**config.mk**
```make
export PLATFORM = sky130hd
export DESIGN_NAME = hazard_scoreboard
export DESIGN_NICKNAME = d
export VERILOG_FILES = /design/src/rtl/hazard_scoreboard_pkg.sv /design/src/rtl/hazard_scoreboard_entry.sv /design/src/rtl/hazard_scoreboard.sv
export SDC_FILE = /design/constraint.sdc
export NUM_CORES = 1
export LEC_CHECK = 0
export CAP_MARGIN = 20
export CELL_PAD_IN_SITES_DETAIL_PLACEMENT = 1
export CELL_PAD_IN_SITES_GLOBAL_PLACEMENT = 1
export CORE_MARGIN = 8
export CORE_UTILIZATION = 42
export DETAILED_ROUTE_END_ITERATION = 8
export PLACE_DENSITY = 0.83
export SYNTH_ARGS = -nofsm -noshare
export SYNTH_HDL_FRONTEND = slang
export SYNTH_SLANG_ARGS = --single-unit
```
**constraint.sdc**
```tcl
create_clock -name clk -period 3.3 [get_ports clk]
set_input_delay 0.66 -clock clk [delete_from_list [all_inputs] [get_ports clk]]
set_output_delay 0.66 -clock clk [all_outputs]
set_load 0.01 [all_outputs]
```
**src/rtl/hazard_scoreboard_pkg.sv**
```systemverilog
// Shared defaults, counter-width derivation and index type for the hazard scoreboard.
// HAZARD_FWD_EN (optional define) enables the bypass-aware variant.
package hazard_scoreboard_pkg;

    localparam int NUM_REGS_DFLT = 32;
    localparam int ADDR_W_DFLT   = $clog2(NUM_REGS_DFLT);
    localparam int WB_DEPTH_DFLT = 2;

    // A select of 0 always means "read the register file".
    localparam int FSEL_REGFILE = 0;

    typedef logic [ADDR_W_DFLT-1:0] reg_idx_t;

    function automatic int cntWidth(input int depth);
        return $clog2(depth + 1);
    endfunction

endpackage

```
**src/rtl/hazard_scoreboard_entry.sv**
```systemverilog
// One register's countdown state: cycles until writeback and, with HAZARD_FWD_EN,
// cycles until the value is on the bypass network.
module hazard_sb_entry
    import hazard_scoreboard_pkg::*;
#(
    parameter int WB_DEPTH = WB_DEPTH_DFLT,
    parameter int CNT_W    = cntWidth(WB_DEPTH)
)(
    input  logic             clk,
    input  logic             rst,
    input  logic             load,
`ifdef HAZARD_FWD_EN
    input  logic [CNT_W-1:0] fwd_lat,
    output logic [CNT_W-1:0] fw_cnt,
`endif
    output logic [CNT_W-1:0] wb_cnt
);

    logic [CNT_W-1:0] wbCnt_q, wbCnt_d;

    // A new writer reloads the counter even if an older write is still pending.
    always_comb begin
        wbCnt_d = (wbCnt_q != '0) ? wbCnt_q - CNT_W'(1) : '0;
        if (load)
            wbCnt_d = CNT_W'(WB_DEPTH);
    end

    always_ff @(posedge clk) begin
        if (rst)
            wbCnt_q <= '0;
        else
            wbCnt_q <= wbCnt_d;
    end

    assign wb_cnt = wbCnt_q;

`ifdef HAZARD_FWD_EN
    logic [CNT_W-1:0] fwCnt_q, fwCnt_d;

    // Bypass latency cannot exceed the writeback distance.
    always_comb begin
        fwCnt_d = (fwCnt_q != '0) ? fwCnt_q - CNT_W'(1) : '0;
        if (load)
            fwCnt_d = (fwd_lat > CNT_W'(WB_DEPTH)) ? CNT_W'(WB_DEPTH) : fwd_lat;
    end

    always_ff @(posedge clk) begin
        if (rst)
            fwCnt_q <= '0;
        else
            fwCnt_q <= fwCnt_d;
    end

    assign fw_cnt = fwCnt_q;
`endif

endmodule

```
**src/rtl/hazard_scoreboard.sv**
```systemverilog
// RAW hazard scoreboard: per-register countdowns drive PC/IF-ID stalls, ID/EX bubbles
// and, with HAZARD_FWD_EN defined, bypass-mux selects.
module hazard_scoreboard
    import hazard_scoreboard_pkg::*;
#(
    parameter int NUM_REGS = NUM_REGS_DFLT,
    parameter int ADDR_W   = ADDR_W_DFLT,
    parameter int WB_DEPTH = WB_DEPTH_DFLT,
    parameter int CNT_W    = cntWidth(WB_DEPTH)
)(
    input  logic              clk,
    input  logic              rst,
    input  logic              id_valid,
    input  logic [ADDR_W-1:0] id_rs1,
    input  logic [ADDR_W-1:0] id_rs2,
    input  logic              id_use_rs1,
    input  logic              id_use_rs2,
    input  logic [ADDR_W-1:0] id_rd,
    input  logic              id_regwrite,
    input  logic [CNT_W-1:0]  id_fwd_lat,
    output logic              pc_en,
    output logic              if_id_en,
    output logic              bubble_sel,
    output logic [CNT_W-1:0]  fwd_sel_rs1,
    output logic [CNT_W-1:0]  fwd_sel_rs2,
    output logic [31:0]       stall_count
);

    logic [CNT_W-1:0] wbCnt [NUM_REGS];
    logic             rs1Busy, rs2Busy, stall, issue;
    logic [31:0]      stallCount_q, stallCount_d;

    assign wbCnt[0] = '0;

`ifdef HAZARD_FWD_EN
    logic [CNT_W-1:0] fwCnt [NUM_REGS];
    assign fwCnt[0] = '0;
`else
    logic unusedFwdLat;
    assign unusedFwdLat = ^id_fwd_lat;
`endif

    // x0 has no entry; lookups of it always read zero.
    for (genvar r = 1; r < NUM_REGS; r++) begin : gEntry
        hazard_sb_entry #(
            .WB_DEPTH (WB_DEPTH),
            .CNT_W    (CNT_W)
        ) uEntry (
            .clk     (clk),
            .rst     (rst),
            .load    (issue && (id_rd == ADDR_W'(r))),
`ifdef HAZARD_FWD_EN
            .fwd_lat (id_fwd_lat),
            .fw_cnt  (fwCnt[r]),
`endif
            .wb_cnt  (wbCnt[r])
        );
    end

    // Sources see the counters before this instruction's own write lands.
    always_comb begin
`ifdef HAZARD_FWD_EN
        rs1Busy = (id_rs1 != '0) && (fwCnt[id_rs1] != '0);
        rs2Busy = (id_rs2 != '0) && (fwCnt[id_rs2] != '0);
`else
        rs1Busy = (id_rs1 != '0) && (wbCnt[id_rs1] != '0);
        rs2Busy = (id_rs2 != '0) && (wbCnt[id_rs2] != '0);
`endif
        stall = id_valid && ((id_use_rs1 && rs1Busy) || (id_use_rs2 && rs2Busy));
        issue = id_valid && !stall && id_regwrite && (id_rd != '0);
    end

    assign pc_en      = ~stall;
    assign if_id_en   = ~stall;
    assign bubble_sel = stall;

`ifdef HAZARD_FWD_EN
    // Bypass only once the producer's result exists and before it reaches the regfile.
    always_comb begin
        fwd_sel_rs1 = CNT_W'(FSEL_REGFILE);
        fwd_sel_rs2 = CNT_W'(FSEL_REGFILE);
        if ((id_rs1 != '0) && id_use_rs1 && (fwCnt[id_rs1] == '0) && (wbCnt[id_rs1] != '0))
            fwd_sel_rs1 = wbCnt[id_rs1];
        if ((id_rs2 != '0) && id_use_rs2 && (fwCnt[id_rs2] == '0) && (wbCnt[id_rs2] != '0))
            fwd_sel_rs2 = wbCnt[id_rs2];
    end
`else
    assign fwd_sel_rs1 = CNT_W'(FSEL_REGFILE);
    assign fwd_sel_rs2 = CNT_W'(FSEL_REGFILE);
`endif

    always_comb begin
        stallCount_d = stallCount_q;
        if (stall && (stallCount_q != 32'hFFFF_FFFF))
            stallCount_d = stallCount_q + 32'd1;
    end

    always_ff @(posedge clk) begin
        if (rst)
            stallCount_q <= '0;
        else
            stallCount_q <= stallCount_d;
    end

    assign stall_count = stallCount_q;

endmodule

```
==> key figures, run 1 <==
Status
  – Status: finished, final reports clean

Synth
  – Post-Synthesis Cells: 577
  – Asr flop ratio synth: 0%
  – Area contributors post-synth: dfxtp_1, nand2_1, nor2_1
  – Top cell type's share of synthesized area: 38.9%
  – Netlist Area Pre-Place: just under 5000 um2
  – Adder-Cell Fraction of Synth Area: 0.259%
  – Compound-gate portion of the synthesized area: 18.2%
  – Sequential share of the synthesized area: between 30% and 40%
  – Syn. warnings: 0
  – Synth Register Bits: 94
  – Unique masters post-synth: 55
  – Post-synth EDFFs: 0
  – Post-Synth XOR/XNOR Area: 0%
  – Most frequently used flop master after synthesis: dfxtp_1
  – Simple-gate area share of the yosys netlist: 29.3%
  – Mux cell area share after synthesis: 8.04%
  – Syn_area_per_cell: 8.39 um2
  – Largest family of logic cells by synthesized area: simple AND/OR/NAND/NOR gates
  – Area leader, netlist: dfxtp_1

Clock tree
  – Clk sink count: 94
  – H-tree depth: 3
  – Root Driver: clkbuf_16
  – CTS buffer count: 9
  – Clock Path Buffers: 2
  – Clock Latency Late Sink: 0.35 ns
  – Reg clk slew, reported paths: 0.06 ns
  – Postcts setup bufs: 0
  – Hold-fix buffer count after cts: 0
  – CTS tree: done

Final layout
  – Post-route insts no fill: 778
  – Layout filler cell count: around 1,300
  – Design Area, Final: 5920 um2
  – Nets: approximately 650
  – # diodes: 0
  – Most frequent cells in the layout: dfxtp_1, nand2_1, nor2_1, clkdlybuf4s50_1, a21oi_1
  – Layout Area Growth over Synthesis: 22.4%
  – Fraction of layout cells with a size suffix above 1: between 10 and 15%
  – Commonest non-fill, non-tap cell in the layout: dfxtp_1
  – Final core utilization: about 52%

Timing
  – Unrepaired setup endpoints after global routing: no
  – Fmax: 0.313 GHz
  – Hold Vio Cnt, Final: 0
  – Fin Clk Skew: 0.00732 ns
  – Crit share post-route: 96.9%
  – Pins Over Slew Limit: 0
  – Worst Tran Pin Value: 1.02 ns
  – Slew headroom: 31.7%
  – Min cycle time layout: 3.20 ns
  – Setup ws final: 0.102 ns
  – Count of final setup violators: 0

Power
  – PwrDens: 419 nW/um2
  – Leakage: roughly 2.0 nW
  – Maximum vdd drop: 0.000232 V

Routing
  – Drt drc: 0
  – Starting DRT DRC Count: between 300 and 400
  – Via Count: 4,729
  – Vias/cell: 6.08
  – DRT Pass-1 Iters: 5
  – Post-route ant nets: 0
  – Drt wl/cell: 20.3 um
  – Routed WL: roughly 16 mm

Job
  – Max-cap violations: 0

Critical path
  – Crit path max fanout: 5
  – Worst EP arrival: 2.54 ns
  – Critical path's top delay family: buffers and inverters
  – Flop2flop setup slack: 0.45 ns
  – CP Launch Type: input pin
  – Max stage delay on crit path: 0.49 ns
  – Critical path type: input pin to primary output
  – WP data required: between 2 and 3 ns
  – Reg2Reg Depth: 10
  – Number of cells on the critical path: 11
  – WP buf/inv: 5
  – Setup crit end kind: primary output
  – CP max-delay cell: mux4_2
  – CP Cell Sequence: dlygate4sd2_1 -> buf_6 -> inv_2 -> mux4_2 -> nand3_1 -> o2111ai_1 -> o211ai_2 -> or2_4 -> nand2_4 -> inv_1 -> buf_2

Global routing
  – Pin count of the biggest net entering global routing: slightly below 100
  – Initial antenna violation count: 0
  – GRT overflow: 0
  – Vias in the first global route: 4,992
  – First-pass GRT wire length: 25.6 mm
  – Total track usage: 21.5%

Placement
  – I/O Buffers: 55
  – HPWL after detailed placement: around 11 mm
  – Post-Place Cells: around 760
  – Placer Congestion: 0.881
  – Placed cell area: 5600 um2
  – Pre-CTS setup slack: -0.631 ns

Floorplanning
  – Num ports: 62
  – Full die area: 15,200 um2
  – Core ar.: about 11,000 um2
  – Initial Util: 42.7%
  – Die Height: around 120 um
  – Die X: 123 um
  – Number of core rows: 39

Worst hold path
  – Hold crit path type: flop to flop
  – Worst Hold Depth: 1
-- metrics by stage --
stage | hold slack, ns | setup TNS (ns) | power [mW]
after detailed placement | 0.437 | -14.96 | 1.41
after CTS | 0.448 | 0 | 2.50
final | 0.452 | 0 | 2.48
after global placement | 0.431 | -10.88 | 1.41
after floorplan | 0.420 | 0 | 1.31
after global routing | 0.481 | 0 | 2.56
-- synthesized netlist by cell type, drive strengths merged (12+ instances only) --
| cell | instances |
|---|---|
| a21oi | 32 |
| a31oi | 12 |
| and3 | 12 |
| buf | 21 |
| clkbuf | 23 |
| dfxtp | 94 |
| nand2 | 82 |
| nand3 | 19 |
| nor2 | 80 |
| nor3 | 15 |
| o31ai | 12 |
| o32ai | 25 |
| or4 | 12 |
-- state kept, by name, summed over array words and instances (netlist names) --
register              count
gEntry.uEntry.wb_cnt     62
stall_count              32
-- power breakdown --
| part | switching, mW | leakage (nW) | internal, mW |
|---|---|---|---|
| clock network | 0.461 | 0.144 | 0.627 |
| logic | 0.154 | 1.08 | 0.0977 |
| registers | 0.00383 | 0.757 | 1.14 |
-- final timing paths --
| check | endpoint | startpoint |
|---|---|---|
| setup / recovery | bubble_sel | id_rs2[1] |
| setup reg to reg | stall_count[8]$_SDFFE_PP0P_ | gEntry[29].uEntry.wb_cnt[1]$_SDFF_PP0_ |
| hold reg to reg | gEntry[10].uEntry.wb_cnt[0]$_SDFF_PP0_ | gEntry[10].uEntry.wb_cnt[0]$_SDFF_PP0_ |
| hold / removal | gEntry[10].uEntry.wb_cnt[0]$_SDFF_PP0_ | gEntry[10].uEntry.wb_cnt[0]$_SDFF_PP0_ |
-- per-layer routing --
| layer | vias up | global-route usage [%] | wire length [um] | part of all wire, % |
|---|---|---|---|---|
| met1 | 2346 | 25.1 | 6610 | 42 |
| met4 | 0 | 9.93 | 441 | 2.8 |
| met3 | 31 | 4.38 | 840 | 5.3 |
| li1 | 2229 | - | - | - |
| met5 | - | 0 | 0 | 0 |
| met2 | 123 | 37.0 | 7880 | 50 |
-- cells by family after synthesis --
family | after synthesis
buffers and inverters | 50
and+or+nand+nor | 288
muxes | 24
other | 1
DFF | 94
AOI/OAI and AO/OA | 119
adders and majority gates | 1
-- worst reg2reg max path, stage by stage, from the launching register on --
cell and delay [ns]:
dfxtp_1 0.37, nor2_1 0.10, mux4_2 0.47, mux2i_1 0.16
o2111ai_1 0.18, o211ai_2 0.28, buf_4 0.20, nor2_2 0.06
buf_4 0.19, nor4_1 0.37, mux2_2 0.37
-- layout make-up --
| type | count | area (um2) | share of cell area (%) |
|---|---|---|---|
| Clock inverter | 5 | 57.6 | 0.972 |
| Tap cell | 143 | 179 | 3.02 |
| Clock buffer | 11 | 253 | 4.27 |
| Inverter | 6 | 25.0 | 0.422 |
| Timing Repair Buffer | 83 | 783 | 13.2 |
| Sequential cell | 94 | 1880 | 31.8 |
| Multi-Input combinational cell | 436 | 2740 | 46.3 |
-- repair_timing --
item | in CTS | in global routing
gates resized for setup | 24 | 1
pin swaps | 4 | 0
setup endpoints to repair | 10 | 7
Note: power is estimated with default switching activity, not from simulation.
==> run 2: changes to the inputs <==
--- a/config.mk
+++ b/config.mk
@@ -12,6 +12,7 @@
 export CORE_UTILIZATION = 42
 export DETAILED_ROUTE_END_ITERATION = 8
 export PLACE_DENSITY = 0.83
+export SETUP_SLACK_MARGIN = 0.05
 export SYNTH_ARGS = -nofsm -noshare
 export SYNTH_HDL_FRONTEND = slang
 export SYNTH_SLANG_ARGS = --single-unit
==> key figures, run 2 (synthesis gave the netlist of run 1 again) <==
Timing
  – Crit share post-route: 95.4% (-1.5 points)
  – Setup ws final: 0.151 ns (+0.0484 ns)
  – Count of final setup violators: 0 (unchanged)
  – Fin Clk Skew: 0.00629 ns (-0.00104 ns)
  – Min cycle time layout: 3.15 ns (-0.0484 ns)
  – Slew headroom: 32.3% (+0.59 points)
  – Fmax: 0.318 GHz (+1.5%)
  – Unrepaired setup endpoints after global routing: no
  – Worst Tran Pin Value: 1.02 ns (-0.00882 ns)
  – Pins Over Slew Limit: 0 (unchanged)
  – Hold Vio Cnt, Final: 0 (unchanged)

Critical path
  – Reg2Reg Depth: 10 (unchanged)
  – Worst EP arrival: 2.49 ns (-0.05 ns)
  – Flop2flop setup slack: 0.50 ns (+0.05 ns)
  – Crit Reg-Reg Startpoint: gEntry[29].uEntry.wb_cnt[1]$_SDFF_PP0_
  – WP data required: 2.64 ns (about the same)
  – CP Cell Sequence: dlygate4sd2_1 -> buf_6 -> mux4_2 -> mux2i_1 -> o2111ai_2 -> o211ai_2 -> or2_4 -> nand2_4 -> inv_1 -> buf_2
  – Critical Path Source: id_rs2[1]
  – RR Endpoint: stall_count[8]$_SDFFE_PP0P_
  – Setup crit end kind: primary output
  – Max stage delay on crit path: 0.49 ns (about the same)
  – CP Launch Type: input pin
  – Critical Path Sink: bubble_sel
  – CP max-delay cell: mux4_2
  – Crit path max fanout: 5 (unchanged)
  – Critical path type: input pin to primary output

Placement
  – Pre-CTS setup slack: -0.631 ns (unchanged)
  – HPWL after detailed placement: 11.2 mm (unchanged)
  – I/O Buffers: 55 (unchanged)
  – Placer Congestion: 0.881 (unchanged)

Power
  – Switch share: 24.8% (-0.14 points)
  – Psw: 0.614 mW (-0.74%)
  – Clk network pwr share: 43.8% (about the same)
  – Maximum vdd drop: 0.000232 V (+0.14%)
  – Comb pwr share: 10.1% (about the same)
  – Power Internal: 1.86 mW (about the same)
  – PwrDens: 417 nW/um2 (-0.32%)
  – Leakage: 1.97 nW (-0.40%)
  – Seq pwr share: 46.1% (about the same)

Status
  – Status: finished, final reports clean

Final layout
  – Largest register FFs: 62 (unchanged)
  – Fraction of layout cells with a size suffix above 1: 14.5% (+0.63 points)
  – Most frequent cells in the layout: dfxtp_1, nand2_1, nor2_1, clkdlybuf4s50_1, a21oi_1
  – Commonest non-fill, non-tap cell in the layout: dfxtp_1
  – Final core utilization: 52.4% (+0.077 points)
  – Nets: 654 (unchanged)
  – Layout Area Growth over Synthesis: 22.6%
  – # diodes: 0 (unchanged)

Global routing
  – Vias in the first global route: 4,992 (unchanged)
  – First-pass GRT wire length: 25.6 mm (unchanged)
  – Initial antenna violation count: 0 (unchanged)
  – Pin count of the biggest net entering global routing: 99 (unchanged)
  – GRT overflow: 0 (unchanged)
  – Total track usage: 21.5% (unchanged)

Floorplanning
  – Number of core rows: 39 (unchanged)
  – Initial Util: 42.7% (unchanged)
  – Num ports: 62 (unchanged)
  – Full die area: 15,200 um2 (unchanged)
  – Die Height: 123 um (unchanged)
  – Die X: 123 um (unchanged)
  – Core ar.: 11,300 um2 (unchanged)

Clock tree
  – Clock Path Buffers: 2 (unchanged)
  – Root Driver: clkbuf_16
  – H-tree depth: 3 (unchanged)
  – Clk sink count: 94 (unchanged)
  – CTS buffer count: 9 (unchanged)
  – Reg clk slew, reported paths: 0.07 ns (about the same)
  – Clock Latency Late Sink: 0.35 ns (about the same)
  – Postcts setup bufs: 0 (unchanged)
  – CTS tree: done
  – Hold-fix buffer count after cts: 0 (unchanged)

Routing
  – Routed WL: 15.6 mm (-0.94%)
  – Post-route ant nets: 0 (unchanged)
  – Drt drc: 0 (unchanged)
  – DRT Pass-1 Iters: 4 (-1)
  – Starting DRT DRC Count: 302 (-0.66%)
  – Vias/cell: 6.01 (-1.1%)
  – Via Count: 4,678 (-1.1%)
  – Drt wl/cell: 20.1 um (-0.94%)

Worst hold path
  – Worst Hold Depth: 1 (unchanged)
  – Hold crit path type: flop to flop

Job
  – Max-cap violations: 0 (unchanged)
## run 2: worst min-delay path by stage
stage               slack (ns)                              startpoint                                endpoint
global placement          0.43  gEntry[14].uEntry.wb_cnt[0]$_SDFF_PP0_  gEntry[14].uEntry.wb_cnt[0]$_SDFF_PP0_
global route              0.48  gEntry[22].uEntry.wb_cnt[1]$_SDFF_PP0_  gEntry[22].uEntry.wb_cnt[0]$_SDFF_PP0_
finish                    0.45  gEntry[12].uEntry.wb_cnt[0]$_SDFF_PP0_  gEntry[12].uEntry.wb_cnt[0]$_SDFF_PP0_
detailed placement        0.44  gEntry[12].uEntry.wb_cnt[0]$_SDFF_PP0_  gEntry[12].uEntry.wb_cnt[0]$_SDFF_PP0_
CTS                       0.45  gEntry[12].uEntry.wb_cnt[0]$_SDFF_PP0_  gEntry[12].uEntry.wb_cnt[0]$_SDFF_PP0_
floorplan                 0.42  gEntry[12].uEntry.wb_cnt[0]$_SDFF_PP0_  gEntry[12].uEntry.wb_cnt[0]$_SDFF_PP0_
## run 2: what timing repair did
item / in CTS / in global routing
gates cloned: 0 / 0
resized for setup: 25 / 6
setup endpoints to repair: 21 / 6
pin swaps: 4 / 3
## run 2: final cells by class
cell class              count  area, um2
clock inverters             5       57.6
multi-input cells         436       2760
repair buffers             83        777
well taps                 143        179
fillers                  1329       5390
flip-flops and latches     94       1880
clock buffers              11        253
inverters                   6       25.0
## run 2: critical path, delay by kind of cell
family                 cells  cell delay, ns
buffers and inverters      4            0.51
and+or+nand+nor            2            0.24
muxes                      2            0.69
AOI/OAI and AO/OA          2            0.39
## run 2: power by group through the flow
stage / logic [mW] / clock network (mW) / registers (mW)
final: 0.251 / 1.08 / 1.14
after global routing: 0.270 / 1.15 / 1.14
after CTS: 0.249 / 1.11 / 1.14
after detailed placement: 0.246 / 0 / 1.17
after global placement: 0.239 / 0 / 1.17
after floorplan: 0.142 / 0 / 1.17
## run 2: routing by layer
layer  up-vias  GRT usage [%]  part of all wire [%]
li1       2233              -                     -
met4         0           9.93                   2.0
met3        22           4.38                   5.7
met5         -              0                     0
met1      2304           25.1                    41
met2       119           37.0                    51
## run 2: metrics by stage
step	setup TNS (ns)	instance area [um2]	hold WS (ns)	cells	power, mW
finish	0	5930	0.449	778	2.48
global route	0	5930	0.481	778	2.56
CTS	0	5920	0.448	778	2.50
detailed placement	-14.96	5600	0.437	762	1.41
global placement	-10.88	5600	0.431	762	1.41
floorplan	0	4850	0.420	580	1.31
==> run 3: changes to the inputs <==
--- a/config.mk
+++ b/config.mk
@@ -11,8 +11,9 @@
 export CORE_MARGIN = 8
 export CORE_UTILIZATION = 42
 export DETAILED_ROUTE_END_ITERATION = 8
-export PLACE_DENSITY = 0.83
+export PLACE_DENSITY = 0.82
 export SETUP_SLACK_MARGIN = 0.05
 export SYNTH_ARGS = -nofsm -noshare
 export SYNTH_HDL_FRONTEND = slang
+export SYNTH_HIERARCHICAL = 1
 export SYNTH_SLANG_ARGS = --single-unit
==> key figures, run 3 <==
Status
  – Status: finished, final reports clean

Critical path
  – CP max-delay cell: nor3_1
  – WP buf/inv: 4 (unchanged)
  – Critical path type: input pin to flop
  – Flop2flop setup slack: 0.25 ns (-0.25 ns)
  – Reg2Reg Depth: 12 (+2)
  – RR Endpoint: gEntry[24].uEntry/wb_cnt[1]$_SDFF_PP0_
  – CP Launch Type: input pin
  – Critical path's top delay family: simple AND/OR/NAND/NOR gates
  – Crit path max fanout: 13 (+8)
  – Crit Reg-Reg Startpoint: gEntry[27].uEntry/wb_cnt[0]$_SDFF_PP0_
  – CP Cell Sequence: buf_2 -> bufbuf_16 -> nor3_2 -> a21oi_1 -> mux4_2 -> nor2_1 -> o211ai_1 -> buf_4 -> buf_4 -> nor2_4 -> nand4_4 -> nor3_1 -> a21oi_1 -> nor2_1
  – Worst EP arrival: 3.52 ns (+1.03 ns)
  – WP data required: 3.56 ns (+0.92 ns)
  – Max stage delay on crit path: 0.46 ns (-0.03 ns)
  – Setup crit end kind: flop

Placement
  – Placer Congestion: 0.842 (-4.4%)
  – Post-Place Cells: 725 (-4.9%)
  – Placed cell area: 5610 um2 (+0.27%)
  – HPWL after detailed placement: 9.82 mm (-12%)
  – I/O Buffers: 55 (unchanged)
  – Pre-CTS setup slack: -0.660 ns (-0.0296 ns)

Power
  – Leakage: 2.05 nW (+3.9%)
  – Seq pwr share: 48.8% (+2.7 points)
  – Switch share: 24.9% (+0.10 points)
  – Clk network pwr share: 40.3% (-3.5 points)
  – Comb pwr share: 10.9% (+0.8 points)
  – Power Internal: 1.76 mW (-5.7%)
  – PwrDens: 388 nW/um2 (-7.2%)
  – Maximum vdd drop: 0.000197 V (-15%)
  – Psw: 0.582 mW (-5.2%)

Synth
  – Post-synth top cells: dfxtp_1, nor2_1, a21oi_1
  – Most common cell in the synthesized netlist: dfxtp_1
  – Asr flop ratio synth: 0% (unchanged)
  – Area leader, netlist: dfxtp_1
  – Synth Register Bits: 94 (unchanged)
  – Sequential share of the synthesized area: 39.0% (+0.070 points)
  – Unique masters post-synth: 55 (unchanged)
  – Area contributors post-synth: dfxtp_1, nor4b_2, nor2_1
  – Post-Synthesis Cells: 534 (-7.5%)
  – Most frequently used flop master after synthesis: dfxtp_1
  – Top cell type's share of synthesized area: 39.0% (+0.070 points)
  – Syn. warnings: 6 (+6)
  – Syn_area_per_cell: 9.05 um2 (+7.9%)
  – Post-synth EDFFs: 0 (unchanged)
  – Netlist Area Pre-Place: 4830 um2 (-0.18%)

Global routing
  – Vias in the first global route: 4,595 (-8.0%)
  – First-pass GRT wire length: 23.0 mm (-10%)
  – Pin count of the biggest net entering global routing: 78 (-21%)
  – GRT overflow: 0 (unchanged)
  – Total track usage: 19.1% (-2.4 points)
  – Initial antenna violation count: 0 (unchanged)

Clock tree
  – Reg clk slew, reported paths: 0.06 ns (about the same)
  – Root Driver: clkbuf_16
  – CTS tree: done
  – Clock Latency Late Sink: 0.35 ns (about the same)
  – Clk sink count: 94 (unchanged)
  – Clock Path Buffers: 2 (unchanged)
  – H-tree depth: 3 (unchanged)
  – Hold-fix buffer count after cts: 0 (unchanged)
  – CTS buffer count: 9 (unchanged)

Worst hold path
  – Hold crit path type: flop to flop
  – Hold Path End: gEntry[23].uEntry/wb_cnt[0]$_SDFF_PP0_
  – Worst Hold Depth: 1 (unchanged)
  – Hold path start: gEntry[23].uEntry/wb_cnt[0]$_SDFF_PP0_

Floorplanning
  – Die Height: 123 um (about the same)
  – Initial Util: 42.7% (-0.077 points)
  – Full die area: 15,200 um2 (-0.16%)
  – Die X: 123 um (about the same)
  – Number of core rows: 39 (unchanged)
  – Core ar.: 11,300 um2 (unchanged)
  – Num ports: 62 (unchanged)

Final layout
  – Area of the multi-input gates: 2840 um2 (+3.1%)
  – Design Area, Final: 6030 um2 (+1.7%)
  – Commonest non-fill, non-tap cell in the layout: dfxtp_1
  – Fraction of layout cells with a size suffix above 1: 21.3% (+6.8 points)
  – Nets: 624 (-4.6%)
  – Seq. cell area: 1880 um2 (unchanged)
  – Largest register FFs: 62 (unchanged)
  – Most frequent cells in the layout: dfxtp_1, nor2_1, a21oi_1, clkdlybuf4s50_1, nor3_1
  – # diodes: 0 (unchanged)
  – Post-route insts no fill: 744 (-4.4%)
  – Layout filler cell count: 1,313 (-1.2%)
  – Layout Area Growth over Synthesis: 24.9%

Job
  – Max-cap violations: 0 (unchanged)

Routing
  – Vias/cell: 5.96 (-0.82%)
  – Post-route ant nets: 0 (unchanged)
  – Via Count: 4,437 (-5.2%)
  – Drt wl/cell: 19.5 um (-2.8%)
  – Starting DRT DRC Count: 280 (-7.3%)
  – Drt drc: 0 (unchanged)
  – DRT Pass-1 Iters: 4 (unchanged)
  – Routed WL: 14.5 mm (-7.1%)

Timing
  – Sum Neg Setup Slack: 0 ns (unchanged)
  – Slew headroom: 39.3% (+6.9 points)
  – Fin Clk Skew: 0.00694 ns (+0.000655 ns)
  – Fmax: 0.307 GHz (-3.4%)
  – Pins Over Slew Limit: 0 (unchanged)
  – Setup ws final: 0.0402 ns (-0.110 ns)
  – Min cycle time layout: 3.26 ns (+0.110 ns)
  – Hold Vio Cnt, Final: 0 (unchanged)
  – Count of final setup violators: 0 (unchanged)
  – Crit share post-route: 98.8% (+3.3 points)
  – Worst Tran Pin Value: 0.911 ns (-0.104 ns)
[run 3: changes by cell type in the layout (fill, tap and decap cells not counted), moves of 7 or more]
cell	change
o31ai_1	-12
nor4b_2	+32
mux4_2	-7
a31oi_1	-11
o21ai_0	+15
a21oi_1	+21
nand2_1	-62
or4_1	-11
nor2b_1	+7
nand3_1	-7
o32ai_1	-25
nor3_1	+21
[run 3: stage by stage]
step                hold slack (ns)  total power, mW  util (%)
finish                        0.471             2.34      53.3
global route                  0.482             2.43      53.3
CTS                           0.469             2.35      53.0
detailed placement            0.458             1.39      49.6
global placement              0.446             1.39      49.6
floorplan                     0.436             1.29         -
[run 3: layer usage]
| metal | vias to the layer above | global-route usage, % | part of all wire [%] |
|---|---|---|---|
| met5 | - | 0 | 0 |
| met4 | 0 | 7.75 | 2.4 |
| met3 | 27 | 5.07 | 6.6 |
| met2 | 133 | 32.4 | 50 |
| met1 | 2187 | 22.4 | 41 |
| li1 | 2090 | - | - |
[run 3: timing repair]
item | in CTS | in global routing
setup buffers | 4 | 1
pin swaps | 3 | 7
endpoints found under the setup margin | 4 | 3
gates cloned | 2 | 0
gates resized for setup | 34 | 15
[run 3: worst max-delay path by stage]
| stage | cells after the start | endpoint | from | slack [ns] |
|---|---|---|---|---|
| 6_report | 14 | gEntry[24].uEntry/wb_cnt[1]$_SDFF_PP0_ | id_rs2[1] | 0.04 |
| 5_1_grt | 14 | gEntry[24].uEntry/wb_cnt[1]$_SDFF_PP0_ | id_rs2[1] | -0.03 |
| 4_1_cts | 11 | bubble_sel | id_rs2[1] | 0.05 |
| 3_5_place_dp | 10 | bubble_sel | id_rs2[1] | -0.66 |
| 3_3_place_gp | 10 | bubble_sel | id_rs2[1] | -0.59 |
| 2_1_floorplan | 6 | pc_en | id_rs1[1] | 0.39 |
[run 3: area by class of cell]
type,instances,area share (%)
multi-input combinational,405,47.1
clock buffer,10,3.96
tap,143,2.97
timing repair buffer,86,14.3
clock inverter,2,0.207
inverter,4,0.249
sequential,94,31.2
[run 3: cell families (layout without fill, tap and decap cells)]
family / Yosys count / count (layout) / synth area share, %
AO/OA/AOI/OAI: 96 / 96 / 11.6
adder cells (fa/ha/maj): 1 / 1 / 0.259
buffers and inverters: 38 / 102 / 4.33
flip-flops: 94 / 94 / 39.0
multiplexers: 23 / 23 / 7.23
other: 1 / 4 / 0.0776
AND/OR/NAND/NOR: 281 / 281 / 37.6
[run 3: power by group through the flow]
stage	registers, mW	clock network [mW]	logic, mW
after global routing	1.14	1.02	0.273
after CTS	1.14	0.961	0.245
final	1.14	0.942	0.256
after floorplan	1.17	0	0.125
after global placement	1.17	0	0.222
after detailed placement	1.17	0	0.228
[run 3: worst register-to-register path: stages, from the launching register on]
cell,delay (ns)
dfxtp_1,0.33
nor2_1,0.25
a21oi_1,0.13
mux4_2,0.45
nand4_1,0.12
o211ai_1,0.15
buf_4,0.17
buf_4,0.13
nor2_4,0.19
nand4_4,0.28
nor3_1,0.47
a21oi_1,0.13
nor2_1,0.18
